$ cat config.mk
export PLATFORM = sky130hd
export DESIGN_NAME = period_meter
export DESIGN_NICKNAME = d
export VERILOG_FILES = /design/src/rtl/period_meter_pkg.sv /design/src/rtl/sig_sync_edge.sv /design/src/rtl/period_meter.sv
export SDC_FILE = /design/constraint.sdc
export NUM_CORES = 1
export LEC_CHECK = 0
export BUFFER_PORTS_ARGS = -buffer_cell sky130_fd_sc_hd__buf_2
export CAP_MARGIN = 20
export CORE_MARGIN = 2
export CORE_UTILIZATION = 43
export DETAILED_ROUTE_END_ITERATION = 7
export PLACE_DENSITY = 0.65
export REMOVE_ABC_BUFFERS = 1
export SLEW_MARGIN = 25
export SYNTH_ARGS = -nofsm -noshare
export SYNTH_HDL_FRONTEND = slang
export SYNTH_SLANG_ARGS = --single-unit
$ cat constraint.sdc
create_clock -name I_CLK -period 5.2 [get_ports I_CLK]
set_input_delay 1.04 -clock I_CLK [delete_from_list [all_inputs] [get_ports I_CLK]]
set_output_delay 1.04 -clock I_CLK [all_outputs]
set_load 0.05 [all_outputs]
$ cat src/rtl/period_meter_pkg.sv
// Shared types and constants for the period meter and its neighbours in the
// divider chain.
package period_meter_pkg;

  typedef enum logic {
    WAIT_FIRST,
    COUNT
  } pm_state_e;

  localparam int unsigned PM_CNT_W = 32;

  // Board clock shared with Divider instances; EXPECT follows from it.
  localparam int unsigned BOARD_CLK_HZ = 50_000_000;
  localparam int unsigned PM_REF_HZ    = 10;
  localparam int unsigned PM_EXPECT    = BOARD_CLK_HZ / PM_REF_HZ;

endpackage

$ cat src/rtl/sig_sync_edge.sv
// Synchronizes an asynchronous input and emits a one-cycle rising-edge strobe.
// Reusable for push-button inputs.
module sig_sync_edge
  import period_meter_pkg::*;
#(
  parameter int unsigned STAGES = 2
) (
  input  logic I_CLK,
  input  logic I_RST,
  input  logic I_SIG,
  output logic O_RISE
);

  logic [STAGES-1:0] sync_q;
  logic              hist_q;

  // Clearing to 0 makes a high input at reset release count as one rise.
  always_ff @(posedge I_CLK or posedge I_RST) begin
    if (I_RST) begin
      sync_q <= '0;
      hist_q <= 1'b0;
    end else begin
      sync_q <= {sync_q[STAGES-2:0], I_SIG};
      hist_q <= sync_q[STAGES-1];
    end
  end

  assign O_RISE = sync_q[STAGES-1] & ~hist_q;

endmodule

$ cat src/rtl/period_meter.sv
// Measures the rising-to-rising period of a slow asynchronous signal in clock
// cycles, flags a match against EXPECT +/- TOL, and detects a dead signal.
module period_meter
  import period_meter_pkg::*;
#(
  parameter int unsigned CNT_W       = PM_CNT_W,
  parameter int unsigned SYNC_STAGES = 2,
  parameter int unsigned TIMEOUT     = 2 * PM_EXPECT,
  parameter int unsigned EXPECT      = PM_EXPECT,
  parameter int unsigned TOL         = 2
) (
  input  logic             I_CLK,
  input  logic             I_RST,
  input  logic             I_SIG,
  input  logic             I_CLR,
  output logic [CNT_W-1:0] O_PERIOD,
  output logic             O_VALID,
  output logic             O_MATCH,
  output logic             O_TIMEOUT
);

  localparam logic [CNT_W-1:0] EXP_C = CNT_W'(EXPECT);
  localparam logic [CNT_W-1:0] TOL_C = CNT_W'(TOL);
  localparam logic [CNT_W-1:0] TMO_C = CNT_W'(TIMEOUT);

  pm_state_e        state_q, state_d;
  logic [CNT_W-1:0] cnt_q, cnt_d;
  logic [CNT_W-1:0] period_q, period_d;
  logic             valid_q, valid_d;
  logic             match_q, match_d;
  logic             timeout_q, timeout_d;
  logic [CNT_W-1:0] cnt_inc;
  logic [CNT_W-1:0] dev;
  logic             rise;

  sig_sync_edge #(
    .STAGES (SYNC_STAGES)
  ) u_sync (
    .I_CLK  (I_CLK),
    .I_RST  (I_RST),
    .I_SIG  (I_SIG),
    .O_RISE (rise)
  );

  always_ff @(posedge I_CLK or posedge I_RST) begin
    if (I_RST) begin
      state_q   <= WAIT_FIRST;
      cnt_q     <= '0;
      period_q  <= '0;
      valid_q   <= 1'b0;
      match_q   <= 1'b0;
      timeout_q <= 1'b0;
    end else begin
      state_q   <= state_d;
      cnt_q     <= cnt_d;
      period_q  <= period_d;
      valid_q   <= valid_d;
      match_q   <= match_d;
      timeout_q <= timeout_d;
    end
  end

  always_comb begin
    state_d   = state_q;
    cnt_d     = cnt_q;
    period_d  = period_q;
    valid_d   = 1'b0;
    match_d   = match_q;
    timeout_d = timeout_q;
    cnt_inc   = cnt_q + CNT_W'(1);
    // Absolute deviation taken in the direction that cannot underflow.
    dev       = (cnt_inc >= EXP_C) ? (cnt_inc - EXP_C) : (EXP_C - cnt_inc);

    if (I_CLR) begin
      state_d   = WAIT_FIRST;
      cnt_d     = '0;
      period_d  = '0;
      match_d   = 1'b0;
      timeout_d = 1'b0;
    end else begin
      unique case (state_q)
        WAIT_FIRST: begin
          cnt_d = '0;
          if (rise) state_d = COUNT;
        end
        COUNT: begin
          // A rise on the timeout cycle wins and reports a period of TIMEOUT.
          if (rise) begin
            period_d  = cnt_inc;
            valid_d   = 1'b1;
            match_d   = (dev <= TOL_C);
            timeout_d = 1'b0;
            cnt_d     = '0;
          end else if (cnt_inc == TMO_C) begin
            timeout_d = 1'b1;
            match_d   = 1'b0;
            cnt_d     = '0;
            state_d   = WAIT_FIRST;
          end else begin
            cnt_d = cnt_inc;
          end
        end
        default: state_d = WAIT_FIRST;
      endcase
    end
  end

  assign O_PERIOD  = period_q;
  assign O_VALID   = valid_q;
  assign O_MATCH   = match_q;
  assign O_TIMEOUT = timeout_q;

endmodule

==> insert_results.sql <==
INSERT INTO impl_metrics (metric_group, metric, value, unit) VALUES
('yosys', 'yosys.area.top_type', 'sky130_fd_sc_hd__dfrtp_1', ''),
('drt', 'postRouteAntennaNets', '0', ''),
('sta', 'finalSetupViolCount', '0', ''),
('yosys', 'post_synth_num_cell_types', '68', ''),
('sta', 'hold-worst-slack', '353', 'ps'),
('cells_and_area', 'syn2layout_area_growth', '12.5', '%'),
('run_status', 'run_status', 'completed', ''),
('yosys', 'synth_largest_type_area_fraction', '38.5', '%'),
('job', 'drv_cap', '0', ''),
('power', 'ir_worst_vdd', '0.000146', 'V'),
('cells_and_area', 'nFillCells', '1017', ''),
('cts', 'cts_tree', 'yes', ''),
('yosys', 'synth-seq-cells', '71', ''),
('cts', 'number_of_cts_inserted_buffers', '9', ''),
('floorplanning', 'die_h', '108', 'um'),
('power', 'power', '0.00102', 'W'),
('cells_and_area', 'final-seq-area', '0.00178', 'mm^2'),
('placement', 'gpl.final_weighted_congestion', '1.03', ''),
('sta', 'max_clock_freq', '0.204', 'GHz'),
('floorplanning', 'fp.dieArea', '0.0116', 'mm^2'),
('drt', 'drc', '0', ''),
('drt', 'drt-total-wl', '13400', 'um'),
('sta', 'rsz_0062_raised_after_global_routing', 'false', ''),
('grt', 'vias_in_the_first_global_route', '4070', ''),
('cells_and_area', 'total_inserted_antenna_cells', '0', ''),
('cts', 'ctsHtreeMaxLevel', '3', ''),
('floorplanning', 'num_rows', '37', ''),
('grt', 'groute.usage.overall', '24.2', '%'),
('cells_and_area', 'nets', '594', ''),
('drt', 'first_pass_iters', '5', ''),
('sta', 'hold_viol_final', '0', ''),
('power', 'power_frac_comb', '3.3', '%'),
('grt', 'number_of_antenna_violations_at_the_first_check_in_global_routing', '0', ''),
('yosys', 'synthCells', '543', ''),
('yosys', 'synthesis.yosys.warnings', '0', ''),
('cells_and_area', 'finish.cell_count_without_fillers', '725', ''),
('yosys', 'synth-async-reset-ratio', '100', '%'),
('floorplanning', 'die_w', '108', 'um'),
('drt', 'routed-via-count', '4358', ''),
('power', 'power_density', '196', 'mW/mm^2'),
('worst_setup_path', 'worst-endpoint-required', '5490', 'ps'),
('min_path', 'worst_hold_path_type', 'reg -> reg', ''),
('worst_setup_path', 'critical_path_class', 'reg -> reg', ''),
('sta', 'tightest_slew', '771', 'ps'),
('grt', 'grt_pass1_wl', '21500', 'um'),
('cts', 'cts_num_sinks', '71', ''),
('sta', 'max_slew_violations', '0', ''),
('yosys', 'syn_area_per_cell', '8.51', 'um^2'),
('yosys', 'yosysMostFrequentCell', 'sky130_fd_sc_hd__dfrtp_1', ''),
('cells_and_area', 'layout-drive-gt1-share', '15.6', '%'),
('sta', 'post-route-period-util', '94.1', '%'),
('worst_setup_path', 'worstPathMaxFanout', '11', ''),
('cells_and_area', 'finalInstanceArea', '0.00520', 'mm^2'),
('grt', 'grt_start_max_net_pins', '38', ''),
('cts', 'cts.root.buffer_cell', 'sky130_fd_sc_hd__clkbuf_8', ''),
('cts', 'clk_pin_slew_worst_paths', '70', 'ps'),
('yosys', 'synth_edf_count', '0', ''),
('floorplanning', 'floorplan.io_pins', '39', ''),
('cells_and_area', 'footprint_of_the_multi_input_gates', '0.00268', 'mm^2'),
('drt', 'drt_first_iter_violations', '467', ''),
('floorplanning', 'core', '0.0104', 'mm^2'),
('power', 'sw_pwr', '0.000234', 'W'),
('yosys', 'synth_seq_area_share', '38.5', '%'),
('sta', 'timing.max_slew.rel_slack', '48.4', '%'),
('drt', 'avgViaCountPerCell', '6.01', ''),
('placement', 'placedCellCount', '708', ''),
('power', 'internal_power', '0.000786', 'W'),
('drt', 'routedWlPerCell', '18.4', 'um'),
('sta', 'fin_worst_skew', '12.1', 'ps'),
('sta', 'period_minus_slack', '4890', 'ps'),
('power', 'sw_frac_of_total', '22.9', '%');
## critical path, stage by stage (launching register included)
cell and delay (ps):
sky130_fd_sc_hd__dfrtp_1 480, sky130_fd_sc_hd__ha_1 440, sky130_fd_sc_hd__and3_1 300, sky130_fd_sc_hd__nand4_1 140
sky130_fd_sc_hd__o31a_1 300, sky130_fd_sc_hd__o22ai_1 520, sky130_fd_sc_hd__nor4_1 170, sky130_fd_sc_hd__a311oi_2 480
sky130_fd_sc_hd__nor3b_4 610, sky130_fd_sc_hd__mux2i_1 290, sky130_fd_sc_hd__xnor2_1 80, sky130_fd_sc_hd__or3_1 360
sky130_fd_sc_hd__or4_1 510, sky130_fd_sc_hd__o21ai_1 120
## flip-flops by register name, indices dropped and copies added (netlist names)
signal         cells
O_TIMEOUT          1
cnt_q             32
O_VALID            1
u_sync.hist_q      1
O_PERIOD          32
state_q            1
O_MATCH            1
u_sync.sync_q      2
## layout make-up
cell class / count / area share, %
Clock buffer: 14 / 3.51
Clock inverter: 2 / 0.241
Inverter: 14 / 1.01
Multi-Input combinational cell: 432 / 51.5
Sequential cell: 71 / 34.2
Tap cell: 136 / 3.27
Timing Repair Buffer: 56 / 6.26
## power groups by stage
stage / logic (W) / clock network [W] / registers (W)
2_1_floorplan: 0.0000190 / 0 / 0.000568
3_3_place_gp: 0.0000337 / 0 / 0.000566
3_5_place_dp: 0.0000351 / 0 / 0.000566
4_1_cts: 0.0000351 / 0.000444 / 0.000556
5_1_grt: 0.0000383 / 0.000464 / 0.000556
6_report: 0.0000338 / 0.000430 / 0.000556
## layer usage
layer	vias to the layer above	GRT usage (%)	share of wire (%)
met5	-	0	0
met4	0	11.3	3.6
met3	36	2.85	6.9
met2	203	36.8	44
met1	2084	34.2	45
li1	2035	-	-
## repair_timing
action / 4_1_cts / 5_1_grt
setup endpoints to repair: 0 / 1
hold buffers: 0 / 0
buffers inserted: 0 / 0
resized for setup: 0 / 1
## through the flow
stage               util [%]  worst slack [ps]
floorplan                  -               814
global placement        48.1               285
detailed placement      48.1               144
CTS                     49.9               132
global route            50.1              63.8
finish                  50.1               307
## worst paths after layout
| check | cells after the start | end | slack, ps | start |
|---|---|---|---|---|
| max | 13 | O_MATCH$_DFFE_PP0P_ | 310 | cnt_q[1]$_DFF_PP0_ |
| min | 0 | u_sync.sync_q[1]$_DFF_PP0_ | 350 | u_sync.sync_q[0]$_DFF_PP0_ |
| max reg2reg | 13 | O_MATCH$_DFFE_PP0P_ | 310 | cnt_q[1]$_DFF_PP0_ |
| min reg2reg | 0 | u_sync.sync_q[1]$_DFF_PP0_ | 350 | u_sync.sync_q[0]$_DFF_PP0_ |
| max in group asynchronous | 3 | cnt_q[30]$_DFF_PP0_ | 3450 | I_RST |
| min in group asynchronous | 2 | O_PERIOD[0]$_DFFE_PP0P_ | 800 | I_RST |
## layout by cell type (no fill, tap or decap), drive strengths merged, types with 5 or more instances in the layout
master	instances
dfrtp	71
nand2	66
nor2	61
buf	56
o21ai	47
xnor2	28
nand3	24
a21oi	22
nor3	18
xor2	18
nand4	16
nor4	16
inv	14
clkbuf	14
and3	13
or3	11
o21a	6
ha	6
nor2b	5
and2	5
## cells by family after synthesis
| group | synth area share, % |
|---|---|
| fa+ha+maj | 1.63 |
| flops | 38.5 |
| simple gates | 29.2 |
| buf+inv | 4.06 |
| xor+xnor | 8.88 |
| mux | 1.35 |
| compound gates | 16.4 |
Note: power is estimated with default switching activity, not from simulation.
